==> config.mk <==
export PLATFORM = sky130hd
export DESIGN_NAME = instr_sequencer
export DESIGN_NICKNAME = d
export VERILOG_FILES = /design/src/rtl/cpu_pkg.sv /design/src/rtl/program_counter.sv /design/src/rtl/instr_sequencer.sv
export SDC_FILE = /design/constraint.sdc
export NUM_CORES = 1
export LEC_CHECK = 0
export ABC_CLOCK_PERIOD_IN_PS = 2200
export CORE_MARGIN = 3
export CORE_UTILIZATION = 28
export DETAILED_ROUTE_END_ITERATION = 8
export PLACE_DENSITY = 0.6
export SLEW_MARGIN = 0
export SYNTH_ARGS = -nofsm -noshare
export SYNTH_HDL_FRONTEND = slang
export SYNTH_SLANG_ARGS = --single-unit
==> constraint.sdc <==
create_clock -name i_clk -period 2.2 [get_ports i_clk]
set_clock_uncertainty 0.1 [all_clocks]
set_input_delay 0.22 -clock i_clk [delete_from_list [all_inputs] [get_ports i_clk]]
set_output_delay 0.22 -clock i_clk [all_outputs]
set_load 0.03 [all_outputs]
==> src/rtl/cpu_pkg.sv <==
// Shared sequencer state encoding and opcode constants for the core's control units.
package cpu_pkg;

   typedef enum logic [2:0] {
      StIdle,
      StFetch,
      StDecode,
      StExecute,
      StMemory,
      StWriteback,
      StHalt
   } seq_state_t;

   localparam logic [7:0] HALT_OP = 8'hFF;

endpackage

==> src/rtl/program_counter.sv <==
// Program counter register: clear, increment or load a jump target; wraps modulo 2^PC_W.
module program_counter #(
   parameter int unsigned PC_W = 10
) (
   input  logic            i_clk,
   input  logic            i_reset,
   input  logic            i_clear,
   input  logic            i_advance,
   input  logic            i_jump,
   input  logic [PC_W-1:0] i_jump_target,
   output logic [PC_W-1:0] o_pc
);

   logic [PC_W-1:0] r_pc;

   always_ff @(posedge i_clk or posedge i_reset) begin
      if (i_reset) begin
         r_pc <= '0;
      end else if (i_clear) begin
         r_pc <= '0;
      end else if (i_advance) begin
         // Increment overflow drops out of the PC_W-bit result, giving the wrap.
         r_pc <= i_jump ? i_jump_target : r_pc + PC_W'(1);
      end
   end

   assign o_pc = r_pc;

endmodule

==> src/rtl/instr_sequencer.sv <==
// Multi-cycle fetch/decode/execute/memory/writeback sequencer with PC and
// saturating retire/busy-cycle counters.
module instr_sequencer
   import cpu_pkg::*;
#(
   parameter int unsigned PC_W  = 10,
   parameter int unsigned CNT_W = 16
) (
   input  logic             i_clk,
   input  logic             i_reset,
   input  logic             i_start,
   input  logic [7:0]       i_opcode,
   input  logic             i_jump,
   input  logic             i_mem_read,
   input  logic             i_mem_write,
   input  logic             i_reg_write,
   input  logic [PC_W-1:0]  i_jump_target,
   input  logic             i_mem_ready,
   output logic [PC_W-1:0]  o_pc,
   output logic             o_ir_load,
   output logic             o_mem_req,
   output logic             o_mem_we,
   output logic             o_rf_we,
   output logic             o_busy,
   output logic             o_done,
   output logic [CNT_W-1:0] o_instr_count,
   output logic [CNT_W-1:0] o_cycle_count
);

   seq_state_t       r_state;
   seq_state_t       w_state_d;
   logic             w_clear;
   logic             w_retire;
   logic             w_busy;
   logic [CNT_W-1:0] r_instr_count;
   logic [CNT_W-1:0] r_cycle_count;

   always_ff @(posedge i_clk or posedge i_reset) begin
      if (i_reset) begin
         r_state <= StIdle;
      end else begin
         r_state <= w_state_d;
      end
   end

   always_comb begin
      w_state_d = r_state;
      w_clear   = 1'b0;
      w_retire  = 1'b0;
      unique case (r_state)
         StIdle, StHalt: begin
            if (i_start) begin
               w_state_d = StFetch;
               w_clear   = 1'b1;
            end
         end
         StFetch: w_state_d = StDecode;
         StDecode: w_state_d = (i_opcode == HALT_OP) ? StHalt : StExecute;
         StExecute: begin
            if (i_mem_read || i_mem_write) begin
               w_state_d = StMemory;
            end else if (i_reg_write) begin
               w_state_d = StWriteback;
            end else begin
               w_state_d = StFetch;
               w_retire  = 1'b1;
            end
         end
         StMemory: begin
            // A write wins over a simultaneous read: treated as a store.
            if (i_mem_ready) begin
               if (i_mem_write) begin
                  w_state_d = StFetch;
                  w_retire  = 1'b1;
               end else begin
                  w_state_d = StWriteback;
               end
            end
         end
         StWriteback: begin
            w_state_d = StFetch;
            w_retire  = 1'b1;
         end
         default: w_state_d = StIdle;
      endcase
   end

   assign w_busy = (r_state != StIdle) && (r_state != StHalt);

   always_ff @(posedge i_clk or posedge i_reset) begin
      if (i_reset) begin
         r_instr_count <= '0;
         r_cycle_count <= '0;
      end else if (w_clear) begin
         r_instr_count <= '0;
         r_cycle_count <= '0;
      end else begin
         if (w_retire && (r_instr_count != '1)) begin
            r_instr_count <= r_instr_count + CNT_W'(1);
         end
         if (w_busy && (r_cycle_count != '1)) begin
            r_cycle_count <= r_cycle_count + CNT_W'(1);
         end
      end
   end

   program_counter #(
      .PC_W (PC_W)
   ) u_program_counter (
      .i_clk         (i_clk),
      .i_reset       (i_reset),
      .i_clear       (w_clear),
      .i_advance     (w_retire),
      .i_jump        (i_jump),
      .i_jump_target (i_jump_target),
      .o_pc          (o_pc)
   );

   assign o_ir_load     = (r_state == StFetch);
   assign o_mem_req     = (r_state == StMemory);
   assign o_mem_we      = (r_state == StMemory) && i_mem_write;
   assign o_rf_we       = (r_state == StWriteback);
   assign o_busy        = w_busy;
   assign o_done        = (r_state == StHalt);
   assign o_instr_count = r_instr_count;
   assign o_cycle_count = r_cycle_count;

endmodule

==> impl_metrics.ini <==
[run_status]
outcome = finished clean

[synth]
synth_top_family_by_area = simple AND/OR/NAND/NOR gates
synth_top_area_cell = dfrtp_1
async_reset_ff_share_pct = 100.0
synth_compound_gate_area_share_pct = 15.80
synth_top_cell_area_share_pct = 42.45
yosys.cell_types.count = 47
netlist_top_cells_area = dfrtp_1, nand2_1, xnor2_1
post_synth_xor_area_fraction_pct = 5.943
yosysSeqAreaShare_pct = 42.45
mappedNetlistNets = 329
post_synth_mux_area_share_pct = 2.642
synth_fa_ha_area_share_pct = 1.415
ys_seq_elements = 45
post_synth_inst_count = 300
postSynth.topFlopCell = dfrtp_1
synth-simple-area-share_pct = 27.92
synth_enable_flop_cells = 0
syn_avg_cell_area_sq_um = 8.842
ys.warnings.count = 0
syn-cell-area_sq_um = 2653

[cells_and_area]
area_growth_pct = 43.73
layout_commonest_cell = clkdlybuf4s50_1
final_net_count = 422
fraction_of_layout_cells_with_a_size_suffix_above_1_pct = 9.391
inserted_diodes = 0
post_layout_nonfiller_instances = 520
fillerInstances = 888
mostFrequentLayoutCells = clkdlybuf4s50_1, dfrtp_1, nand2_1, nor2_1, buf_4

[clock_tree]
buffer_type_at_the_clock_tree_root = clkbuf_8
cts.clk_slew.worst_paths_ns = 0.09
clkLatencyLatePin_ns = 0.31
tritoncts = done
cts_max_level = 2
numCtsBuffers = 5
cts_buffer_depth = 2
cts_resized = 3
cts.hold.buffers_added = 0
post_cts_buffers = 0
clock_sinks = 45

[placed_design]
buffer_ports.inserted = 73
dpl.cell_count = 512
place.gp.congestion = 0.7726
placement.setup.worst_slack_ns = -0.1237
hpwl_um = 5514

[sta]
finalWorstSetupSlack_ns = 0.1774
post-route-min-period_ns = 2.023
slew_headroom_pct = 74.30
hold_viol_final = 0
tightestPinTransition_ns = 0.3806
timing.fmax_mhz = 494.4
setup_viol = 0
final_max_slew_violation_count = 0
layout_worst_path_cycle_share_pct = 91.93
hold_slack_ns = 0.1620
rsz0062_at_grt = false

[drt]
vias = 2566
total_met2_wirelength_after_detailed_routing_um = 3340
route.met3.wl_um = 386
met1_length_um = 3486
postRouteAntennaNets = 0
drt_first_pass_iters = 4
top_layer = met4
number_of_remaining_drc_errors = 0
wl_um = 7289
route.detailed.wl_per_inst_um = 14.02
drt_iter0_drc = 94
routed_via_density = 4.935

[setup_path]
chain_of_cells_forming_the_critical_path = nand2b_1 > nor2_1 > and2_1 > dlygate4sd2_1
worstSetupEndpointType = output pin
worst-setup-path-type = reg -> out
worstPathRequired_ns = 1.88
critical-path-slowest-cell = dfrtp_1
reg2reg_start = r_state[2]
max_stage_delay_ns = 0.51
cp_data_arrival_time_ns = 1.70
critical_path_peak_fanout = 8
worstSetupStartpointType = flop
critical_path_startpoint = r_state[2]

[power]
p_leak_nw = 1.614
ir_drop_v = 0.0005308
power_per_cell_area_nw_per_um2 = 989.9
report.power.total_mw = 3.774

[global_routing]
grt_antenna_before_repair = 0
largest_net_degree_at_the_start_of_global_routing = 27
grt.overflow.total = 0
grt_first_pass_wirelength_um = 11870
global_route.usage.total_pct = 13.97
via_count_of_the_first_global_routing_pass = 2438

[die]
core.rowCount = 34
die_w_um = 103.3
number_of_placed_i_o_pins = 74
coreArea_sq_um = 8976
dieHeight_um = 103.3
die_area_sq_um = 10680
start_util_pct = 29.55

[flow_run]
max_cap_violations = 0

[min_path]
path_category_of_the_worst_min_delay_check = in -> async
## final timing paths
path                                             end  slack (ns)  depth (start not counted)
max                                         o_mem_we        0.18                          4
min                        u_program_counter.o_pc[7]        0.16                          3
max reg2reg                        o_instr_count[12]        0.20                          6
min reg2reg                u_program_counter.o_pc[9]        0.44                          1
max in group asynchronous           o_cycle_count[1]        1.54                          3
min in group i_clk         u_program_counter.o_pc[9]        0.44                          1
## cell usage after synthesis (all sizes together) (5+ instances only)
cell and instances:
dfrtp 45, nand2 42, nor2 36, nor3 18, xnor2 17, a21oi 16, nand3 11, inv 10
o21ai 9, nor4 8, a31oi 7, mux2i 7, nand4 7, clkbuf 6, nor4b 6, buf 5
nand2b 5, o22ai 5
## routing by layer
metal / GRT usage (%) / vias up
met5: 0 / -
met2: 22.84 / 67
met4: 3.685 / 0
met1: 18.83 / 1209
li1: - / 1282
met3: 2.951 / 8
## power breakdown
| group | switching (mW) | internal (mW) | leakage [nW] | total, mW |
|---|---|---|---|---|
| registers | 0.245 | 1.00 | 0.611 | 1.24 |
| clock network | 0.304 | 0.452 | 0.0681 | 0.756 |
| logic | 1.04 | 0.731 | 0.935 | 1.77 |
| total | 1.59 | 2.18 | 1.61 | 3.77 |
## cell families (layout without fill, tap and decap cells)
family | after synthesis | after routing
AOI/OAI and AO/OA | 60 | 60
DFF | 45 | 45
and+or+nand+nor | 146 | 146
muxes | 7 | 7
adders and majority gates | 3 | 3
xor gates and xnor gates | 18 | 18
buffers and inverters | 21 | 115
## through the flow
step / TNS [ns] / instance area, sq um / util [%]
after global placement: -0.3863 / 3675 / 40.94
after floorplan: 0 / 2653 / -
after detailed placement: -0.6496 / 3675 / 40.94
after CTS: 0 / 3805 / 42.39
after global routing: 0 / 3812 / 42.47
final: 0 / 3812 / 42.47
## registers in the layout, summed over array words and instances, names as in the netlist
register                count
o_instr_count              16
o_cycle_count              16
u_program_counter.o_pc     10
r_state                     3
## critical path: cells and delay by family, from the launching register on
family / cells / cell delay [ns]
flops: 1 / 0.51
simple gates: 3 / 0.49
buf+inv: 1 / 0.39
## area by class of cell
cell class	count	area (sq um)	share of cell area, %
Multi-Input combinational cell	234	1430	37.51
Sequential cell	45	1126	29.54
Timing Repair Buffer	97	927.1	24.32
Tap cell	126	157.7	4.135
Clock buffer	5	68.82	1.805
Clock inverter	3	65.06	1.707
Inverter	10	37.54	0.9846
Note: power is estimated with default switching activity, not from simulation.
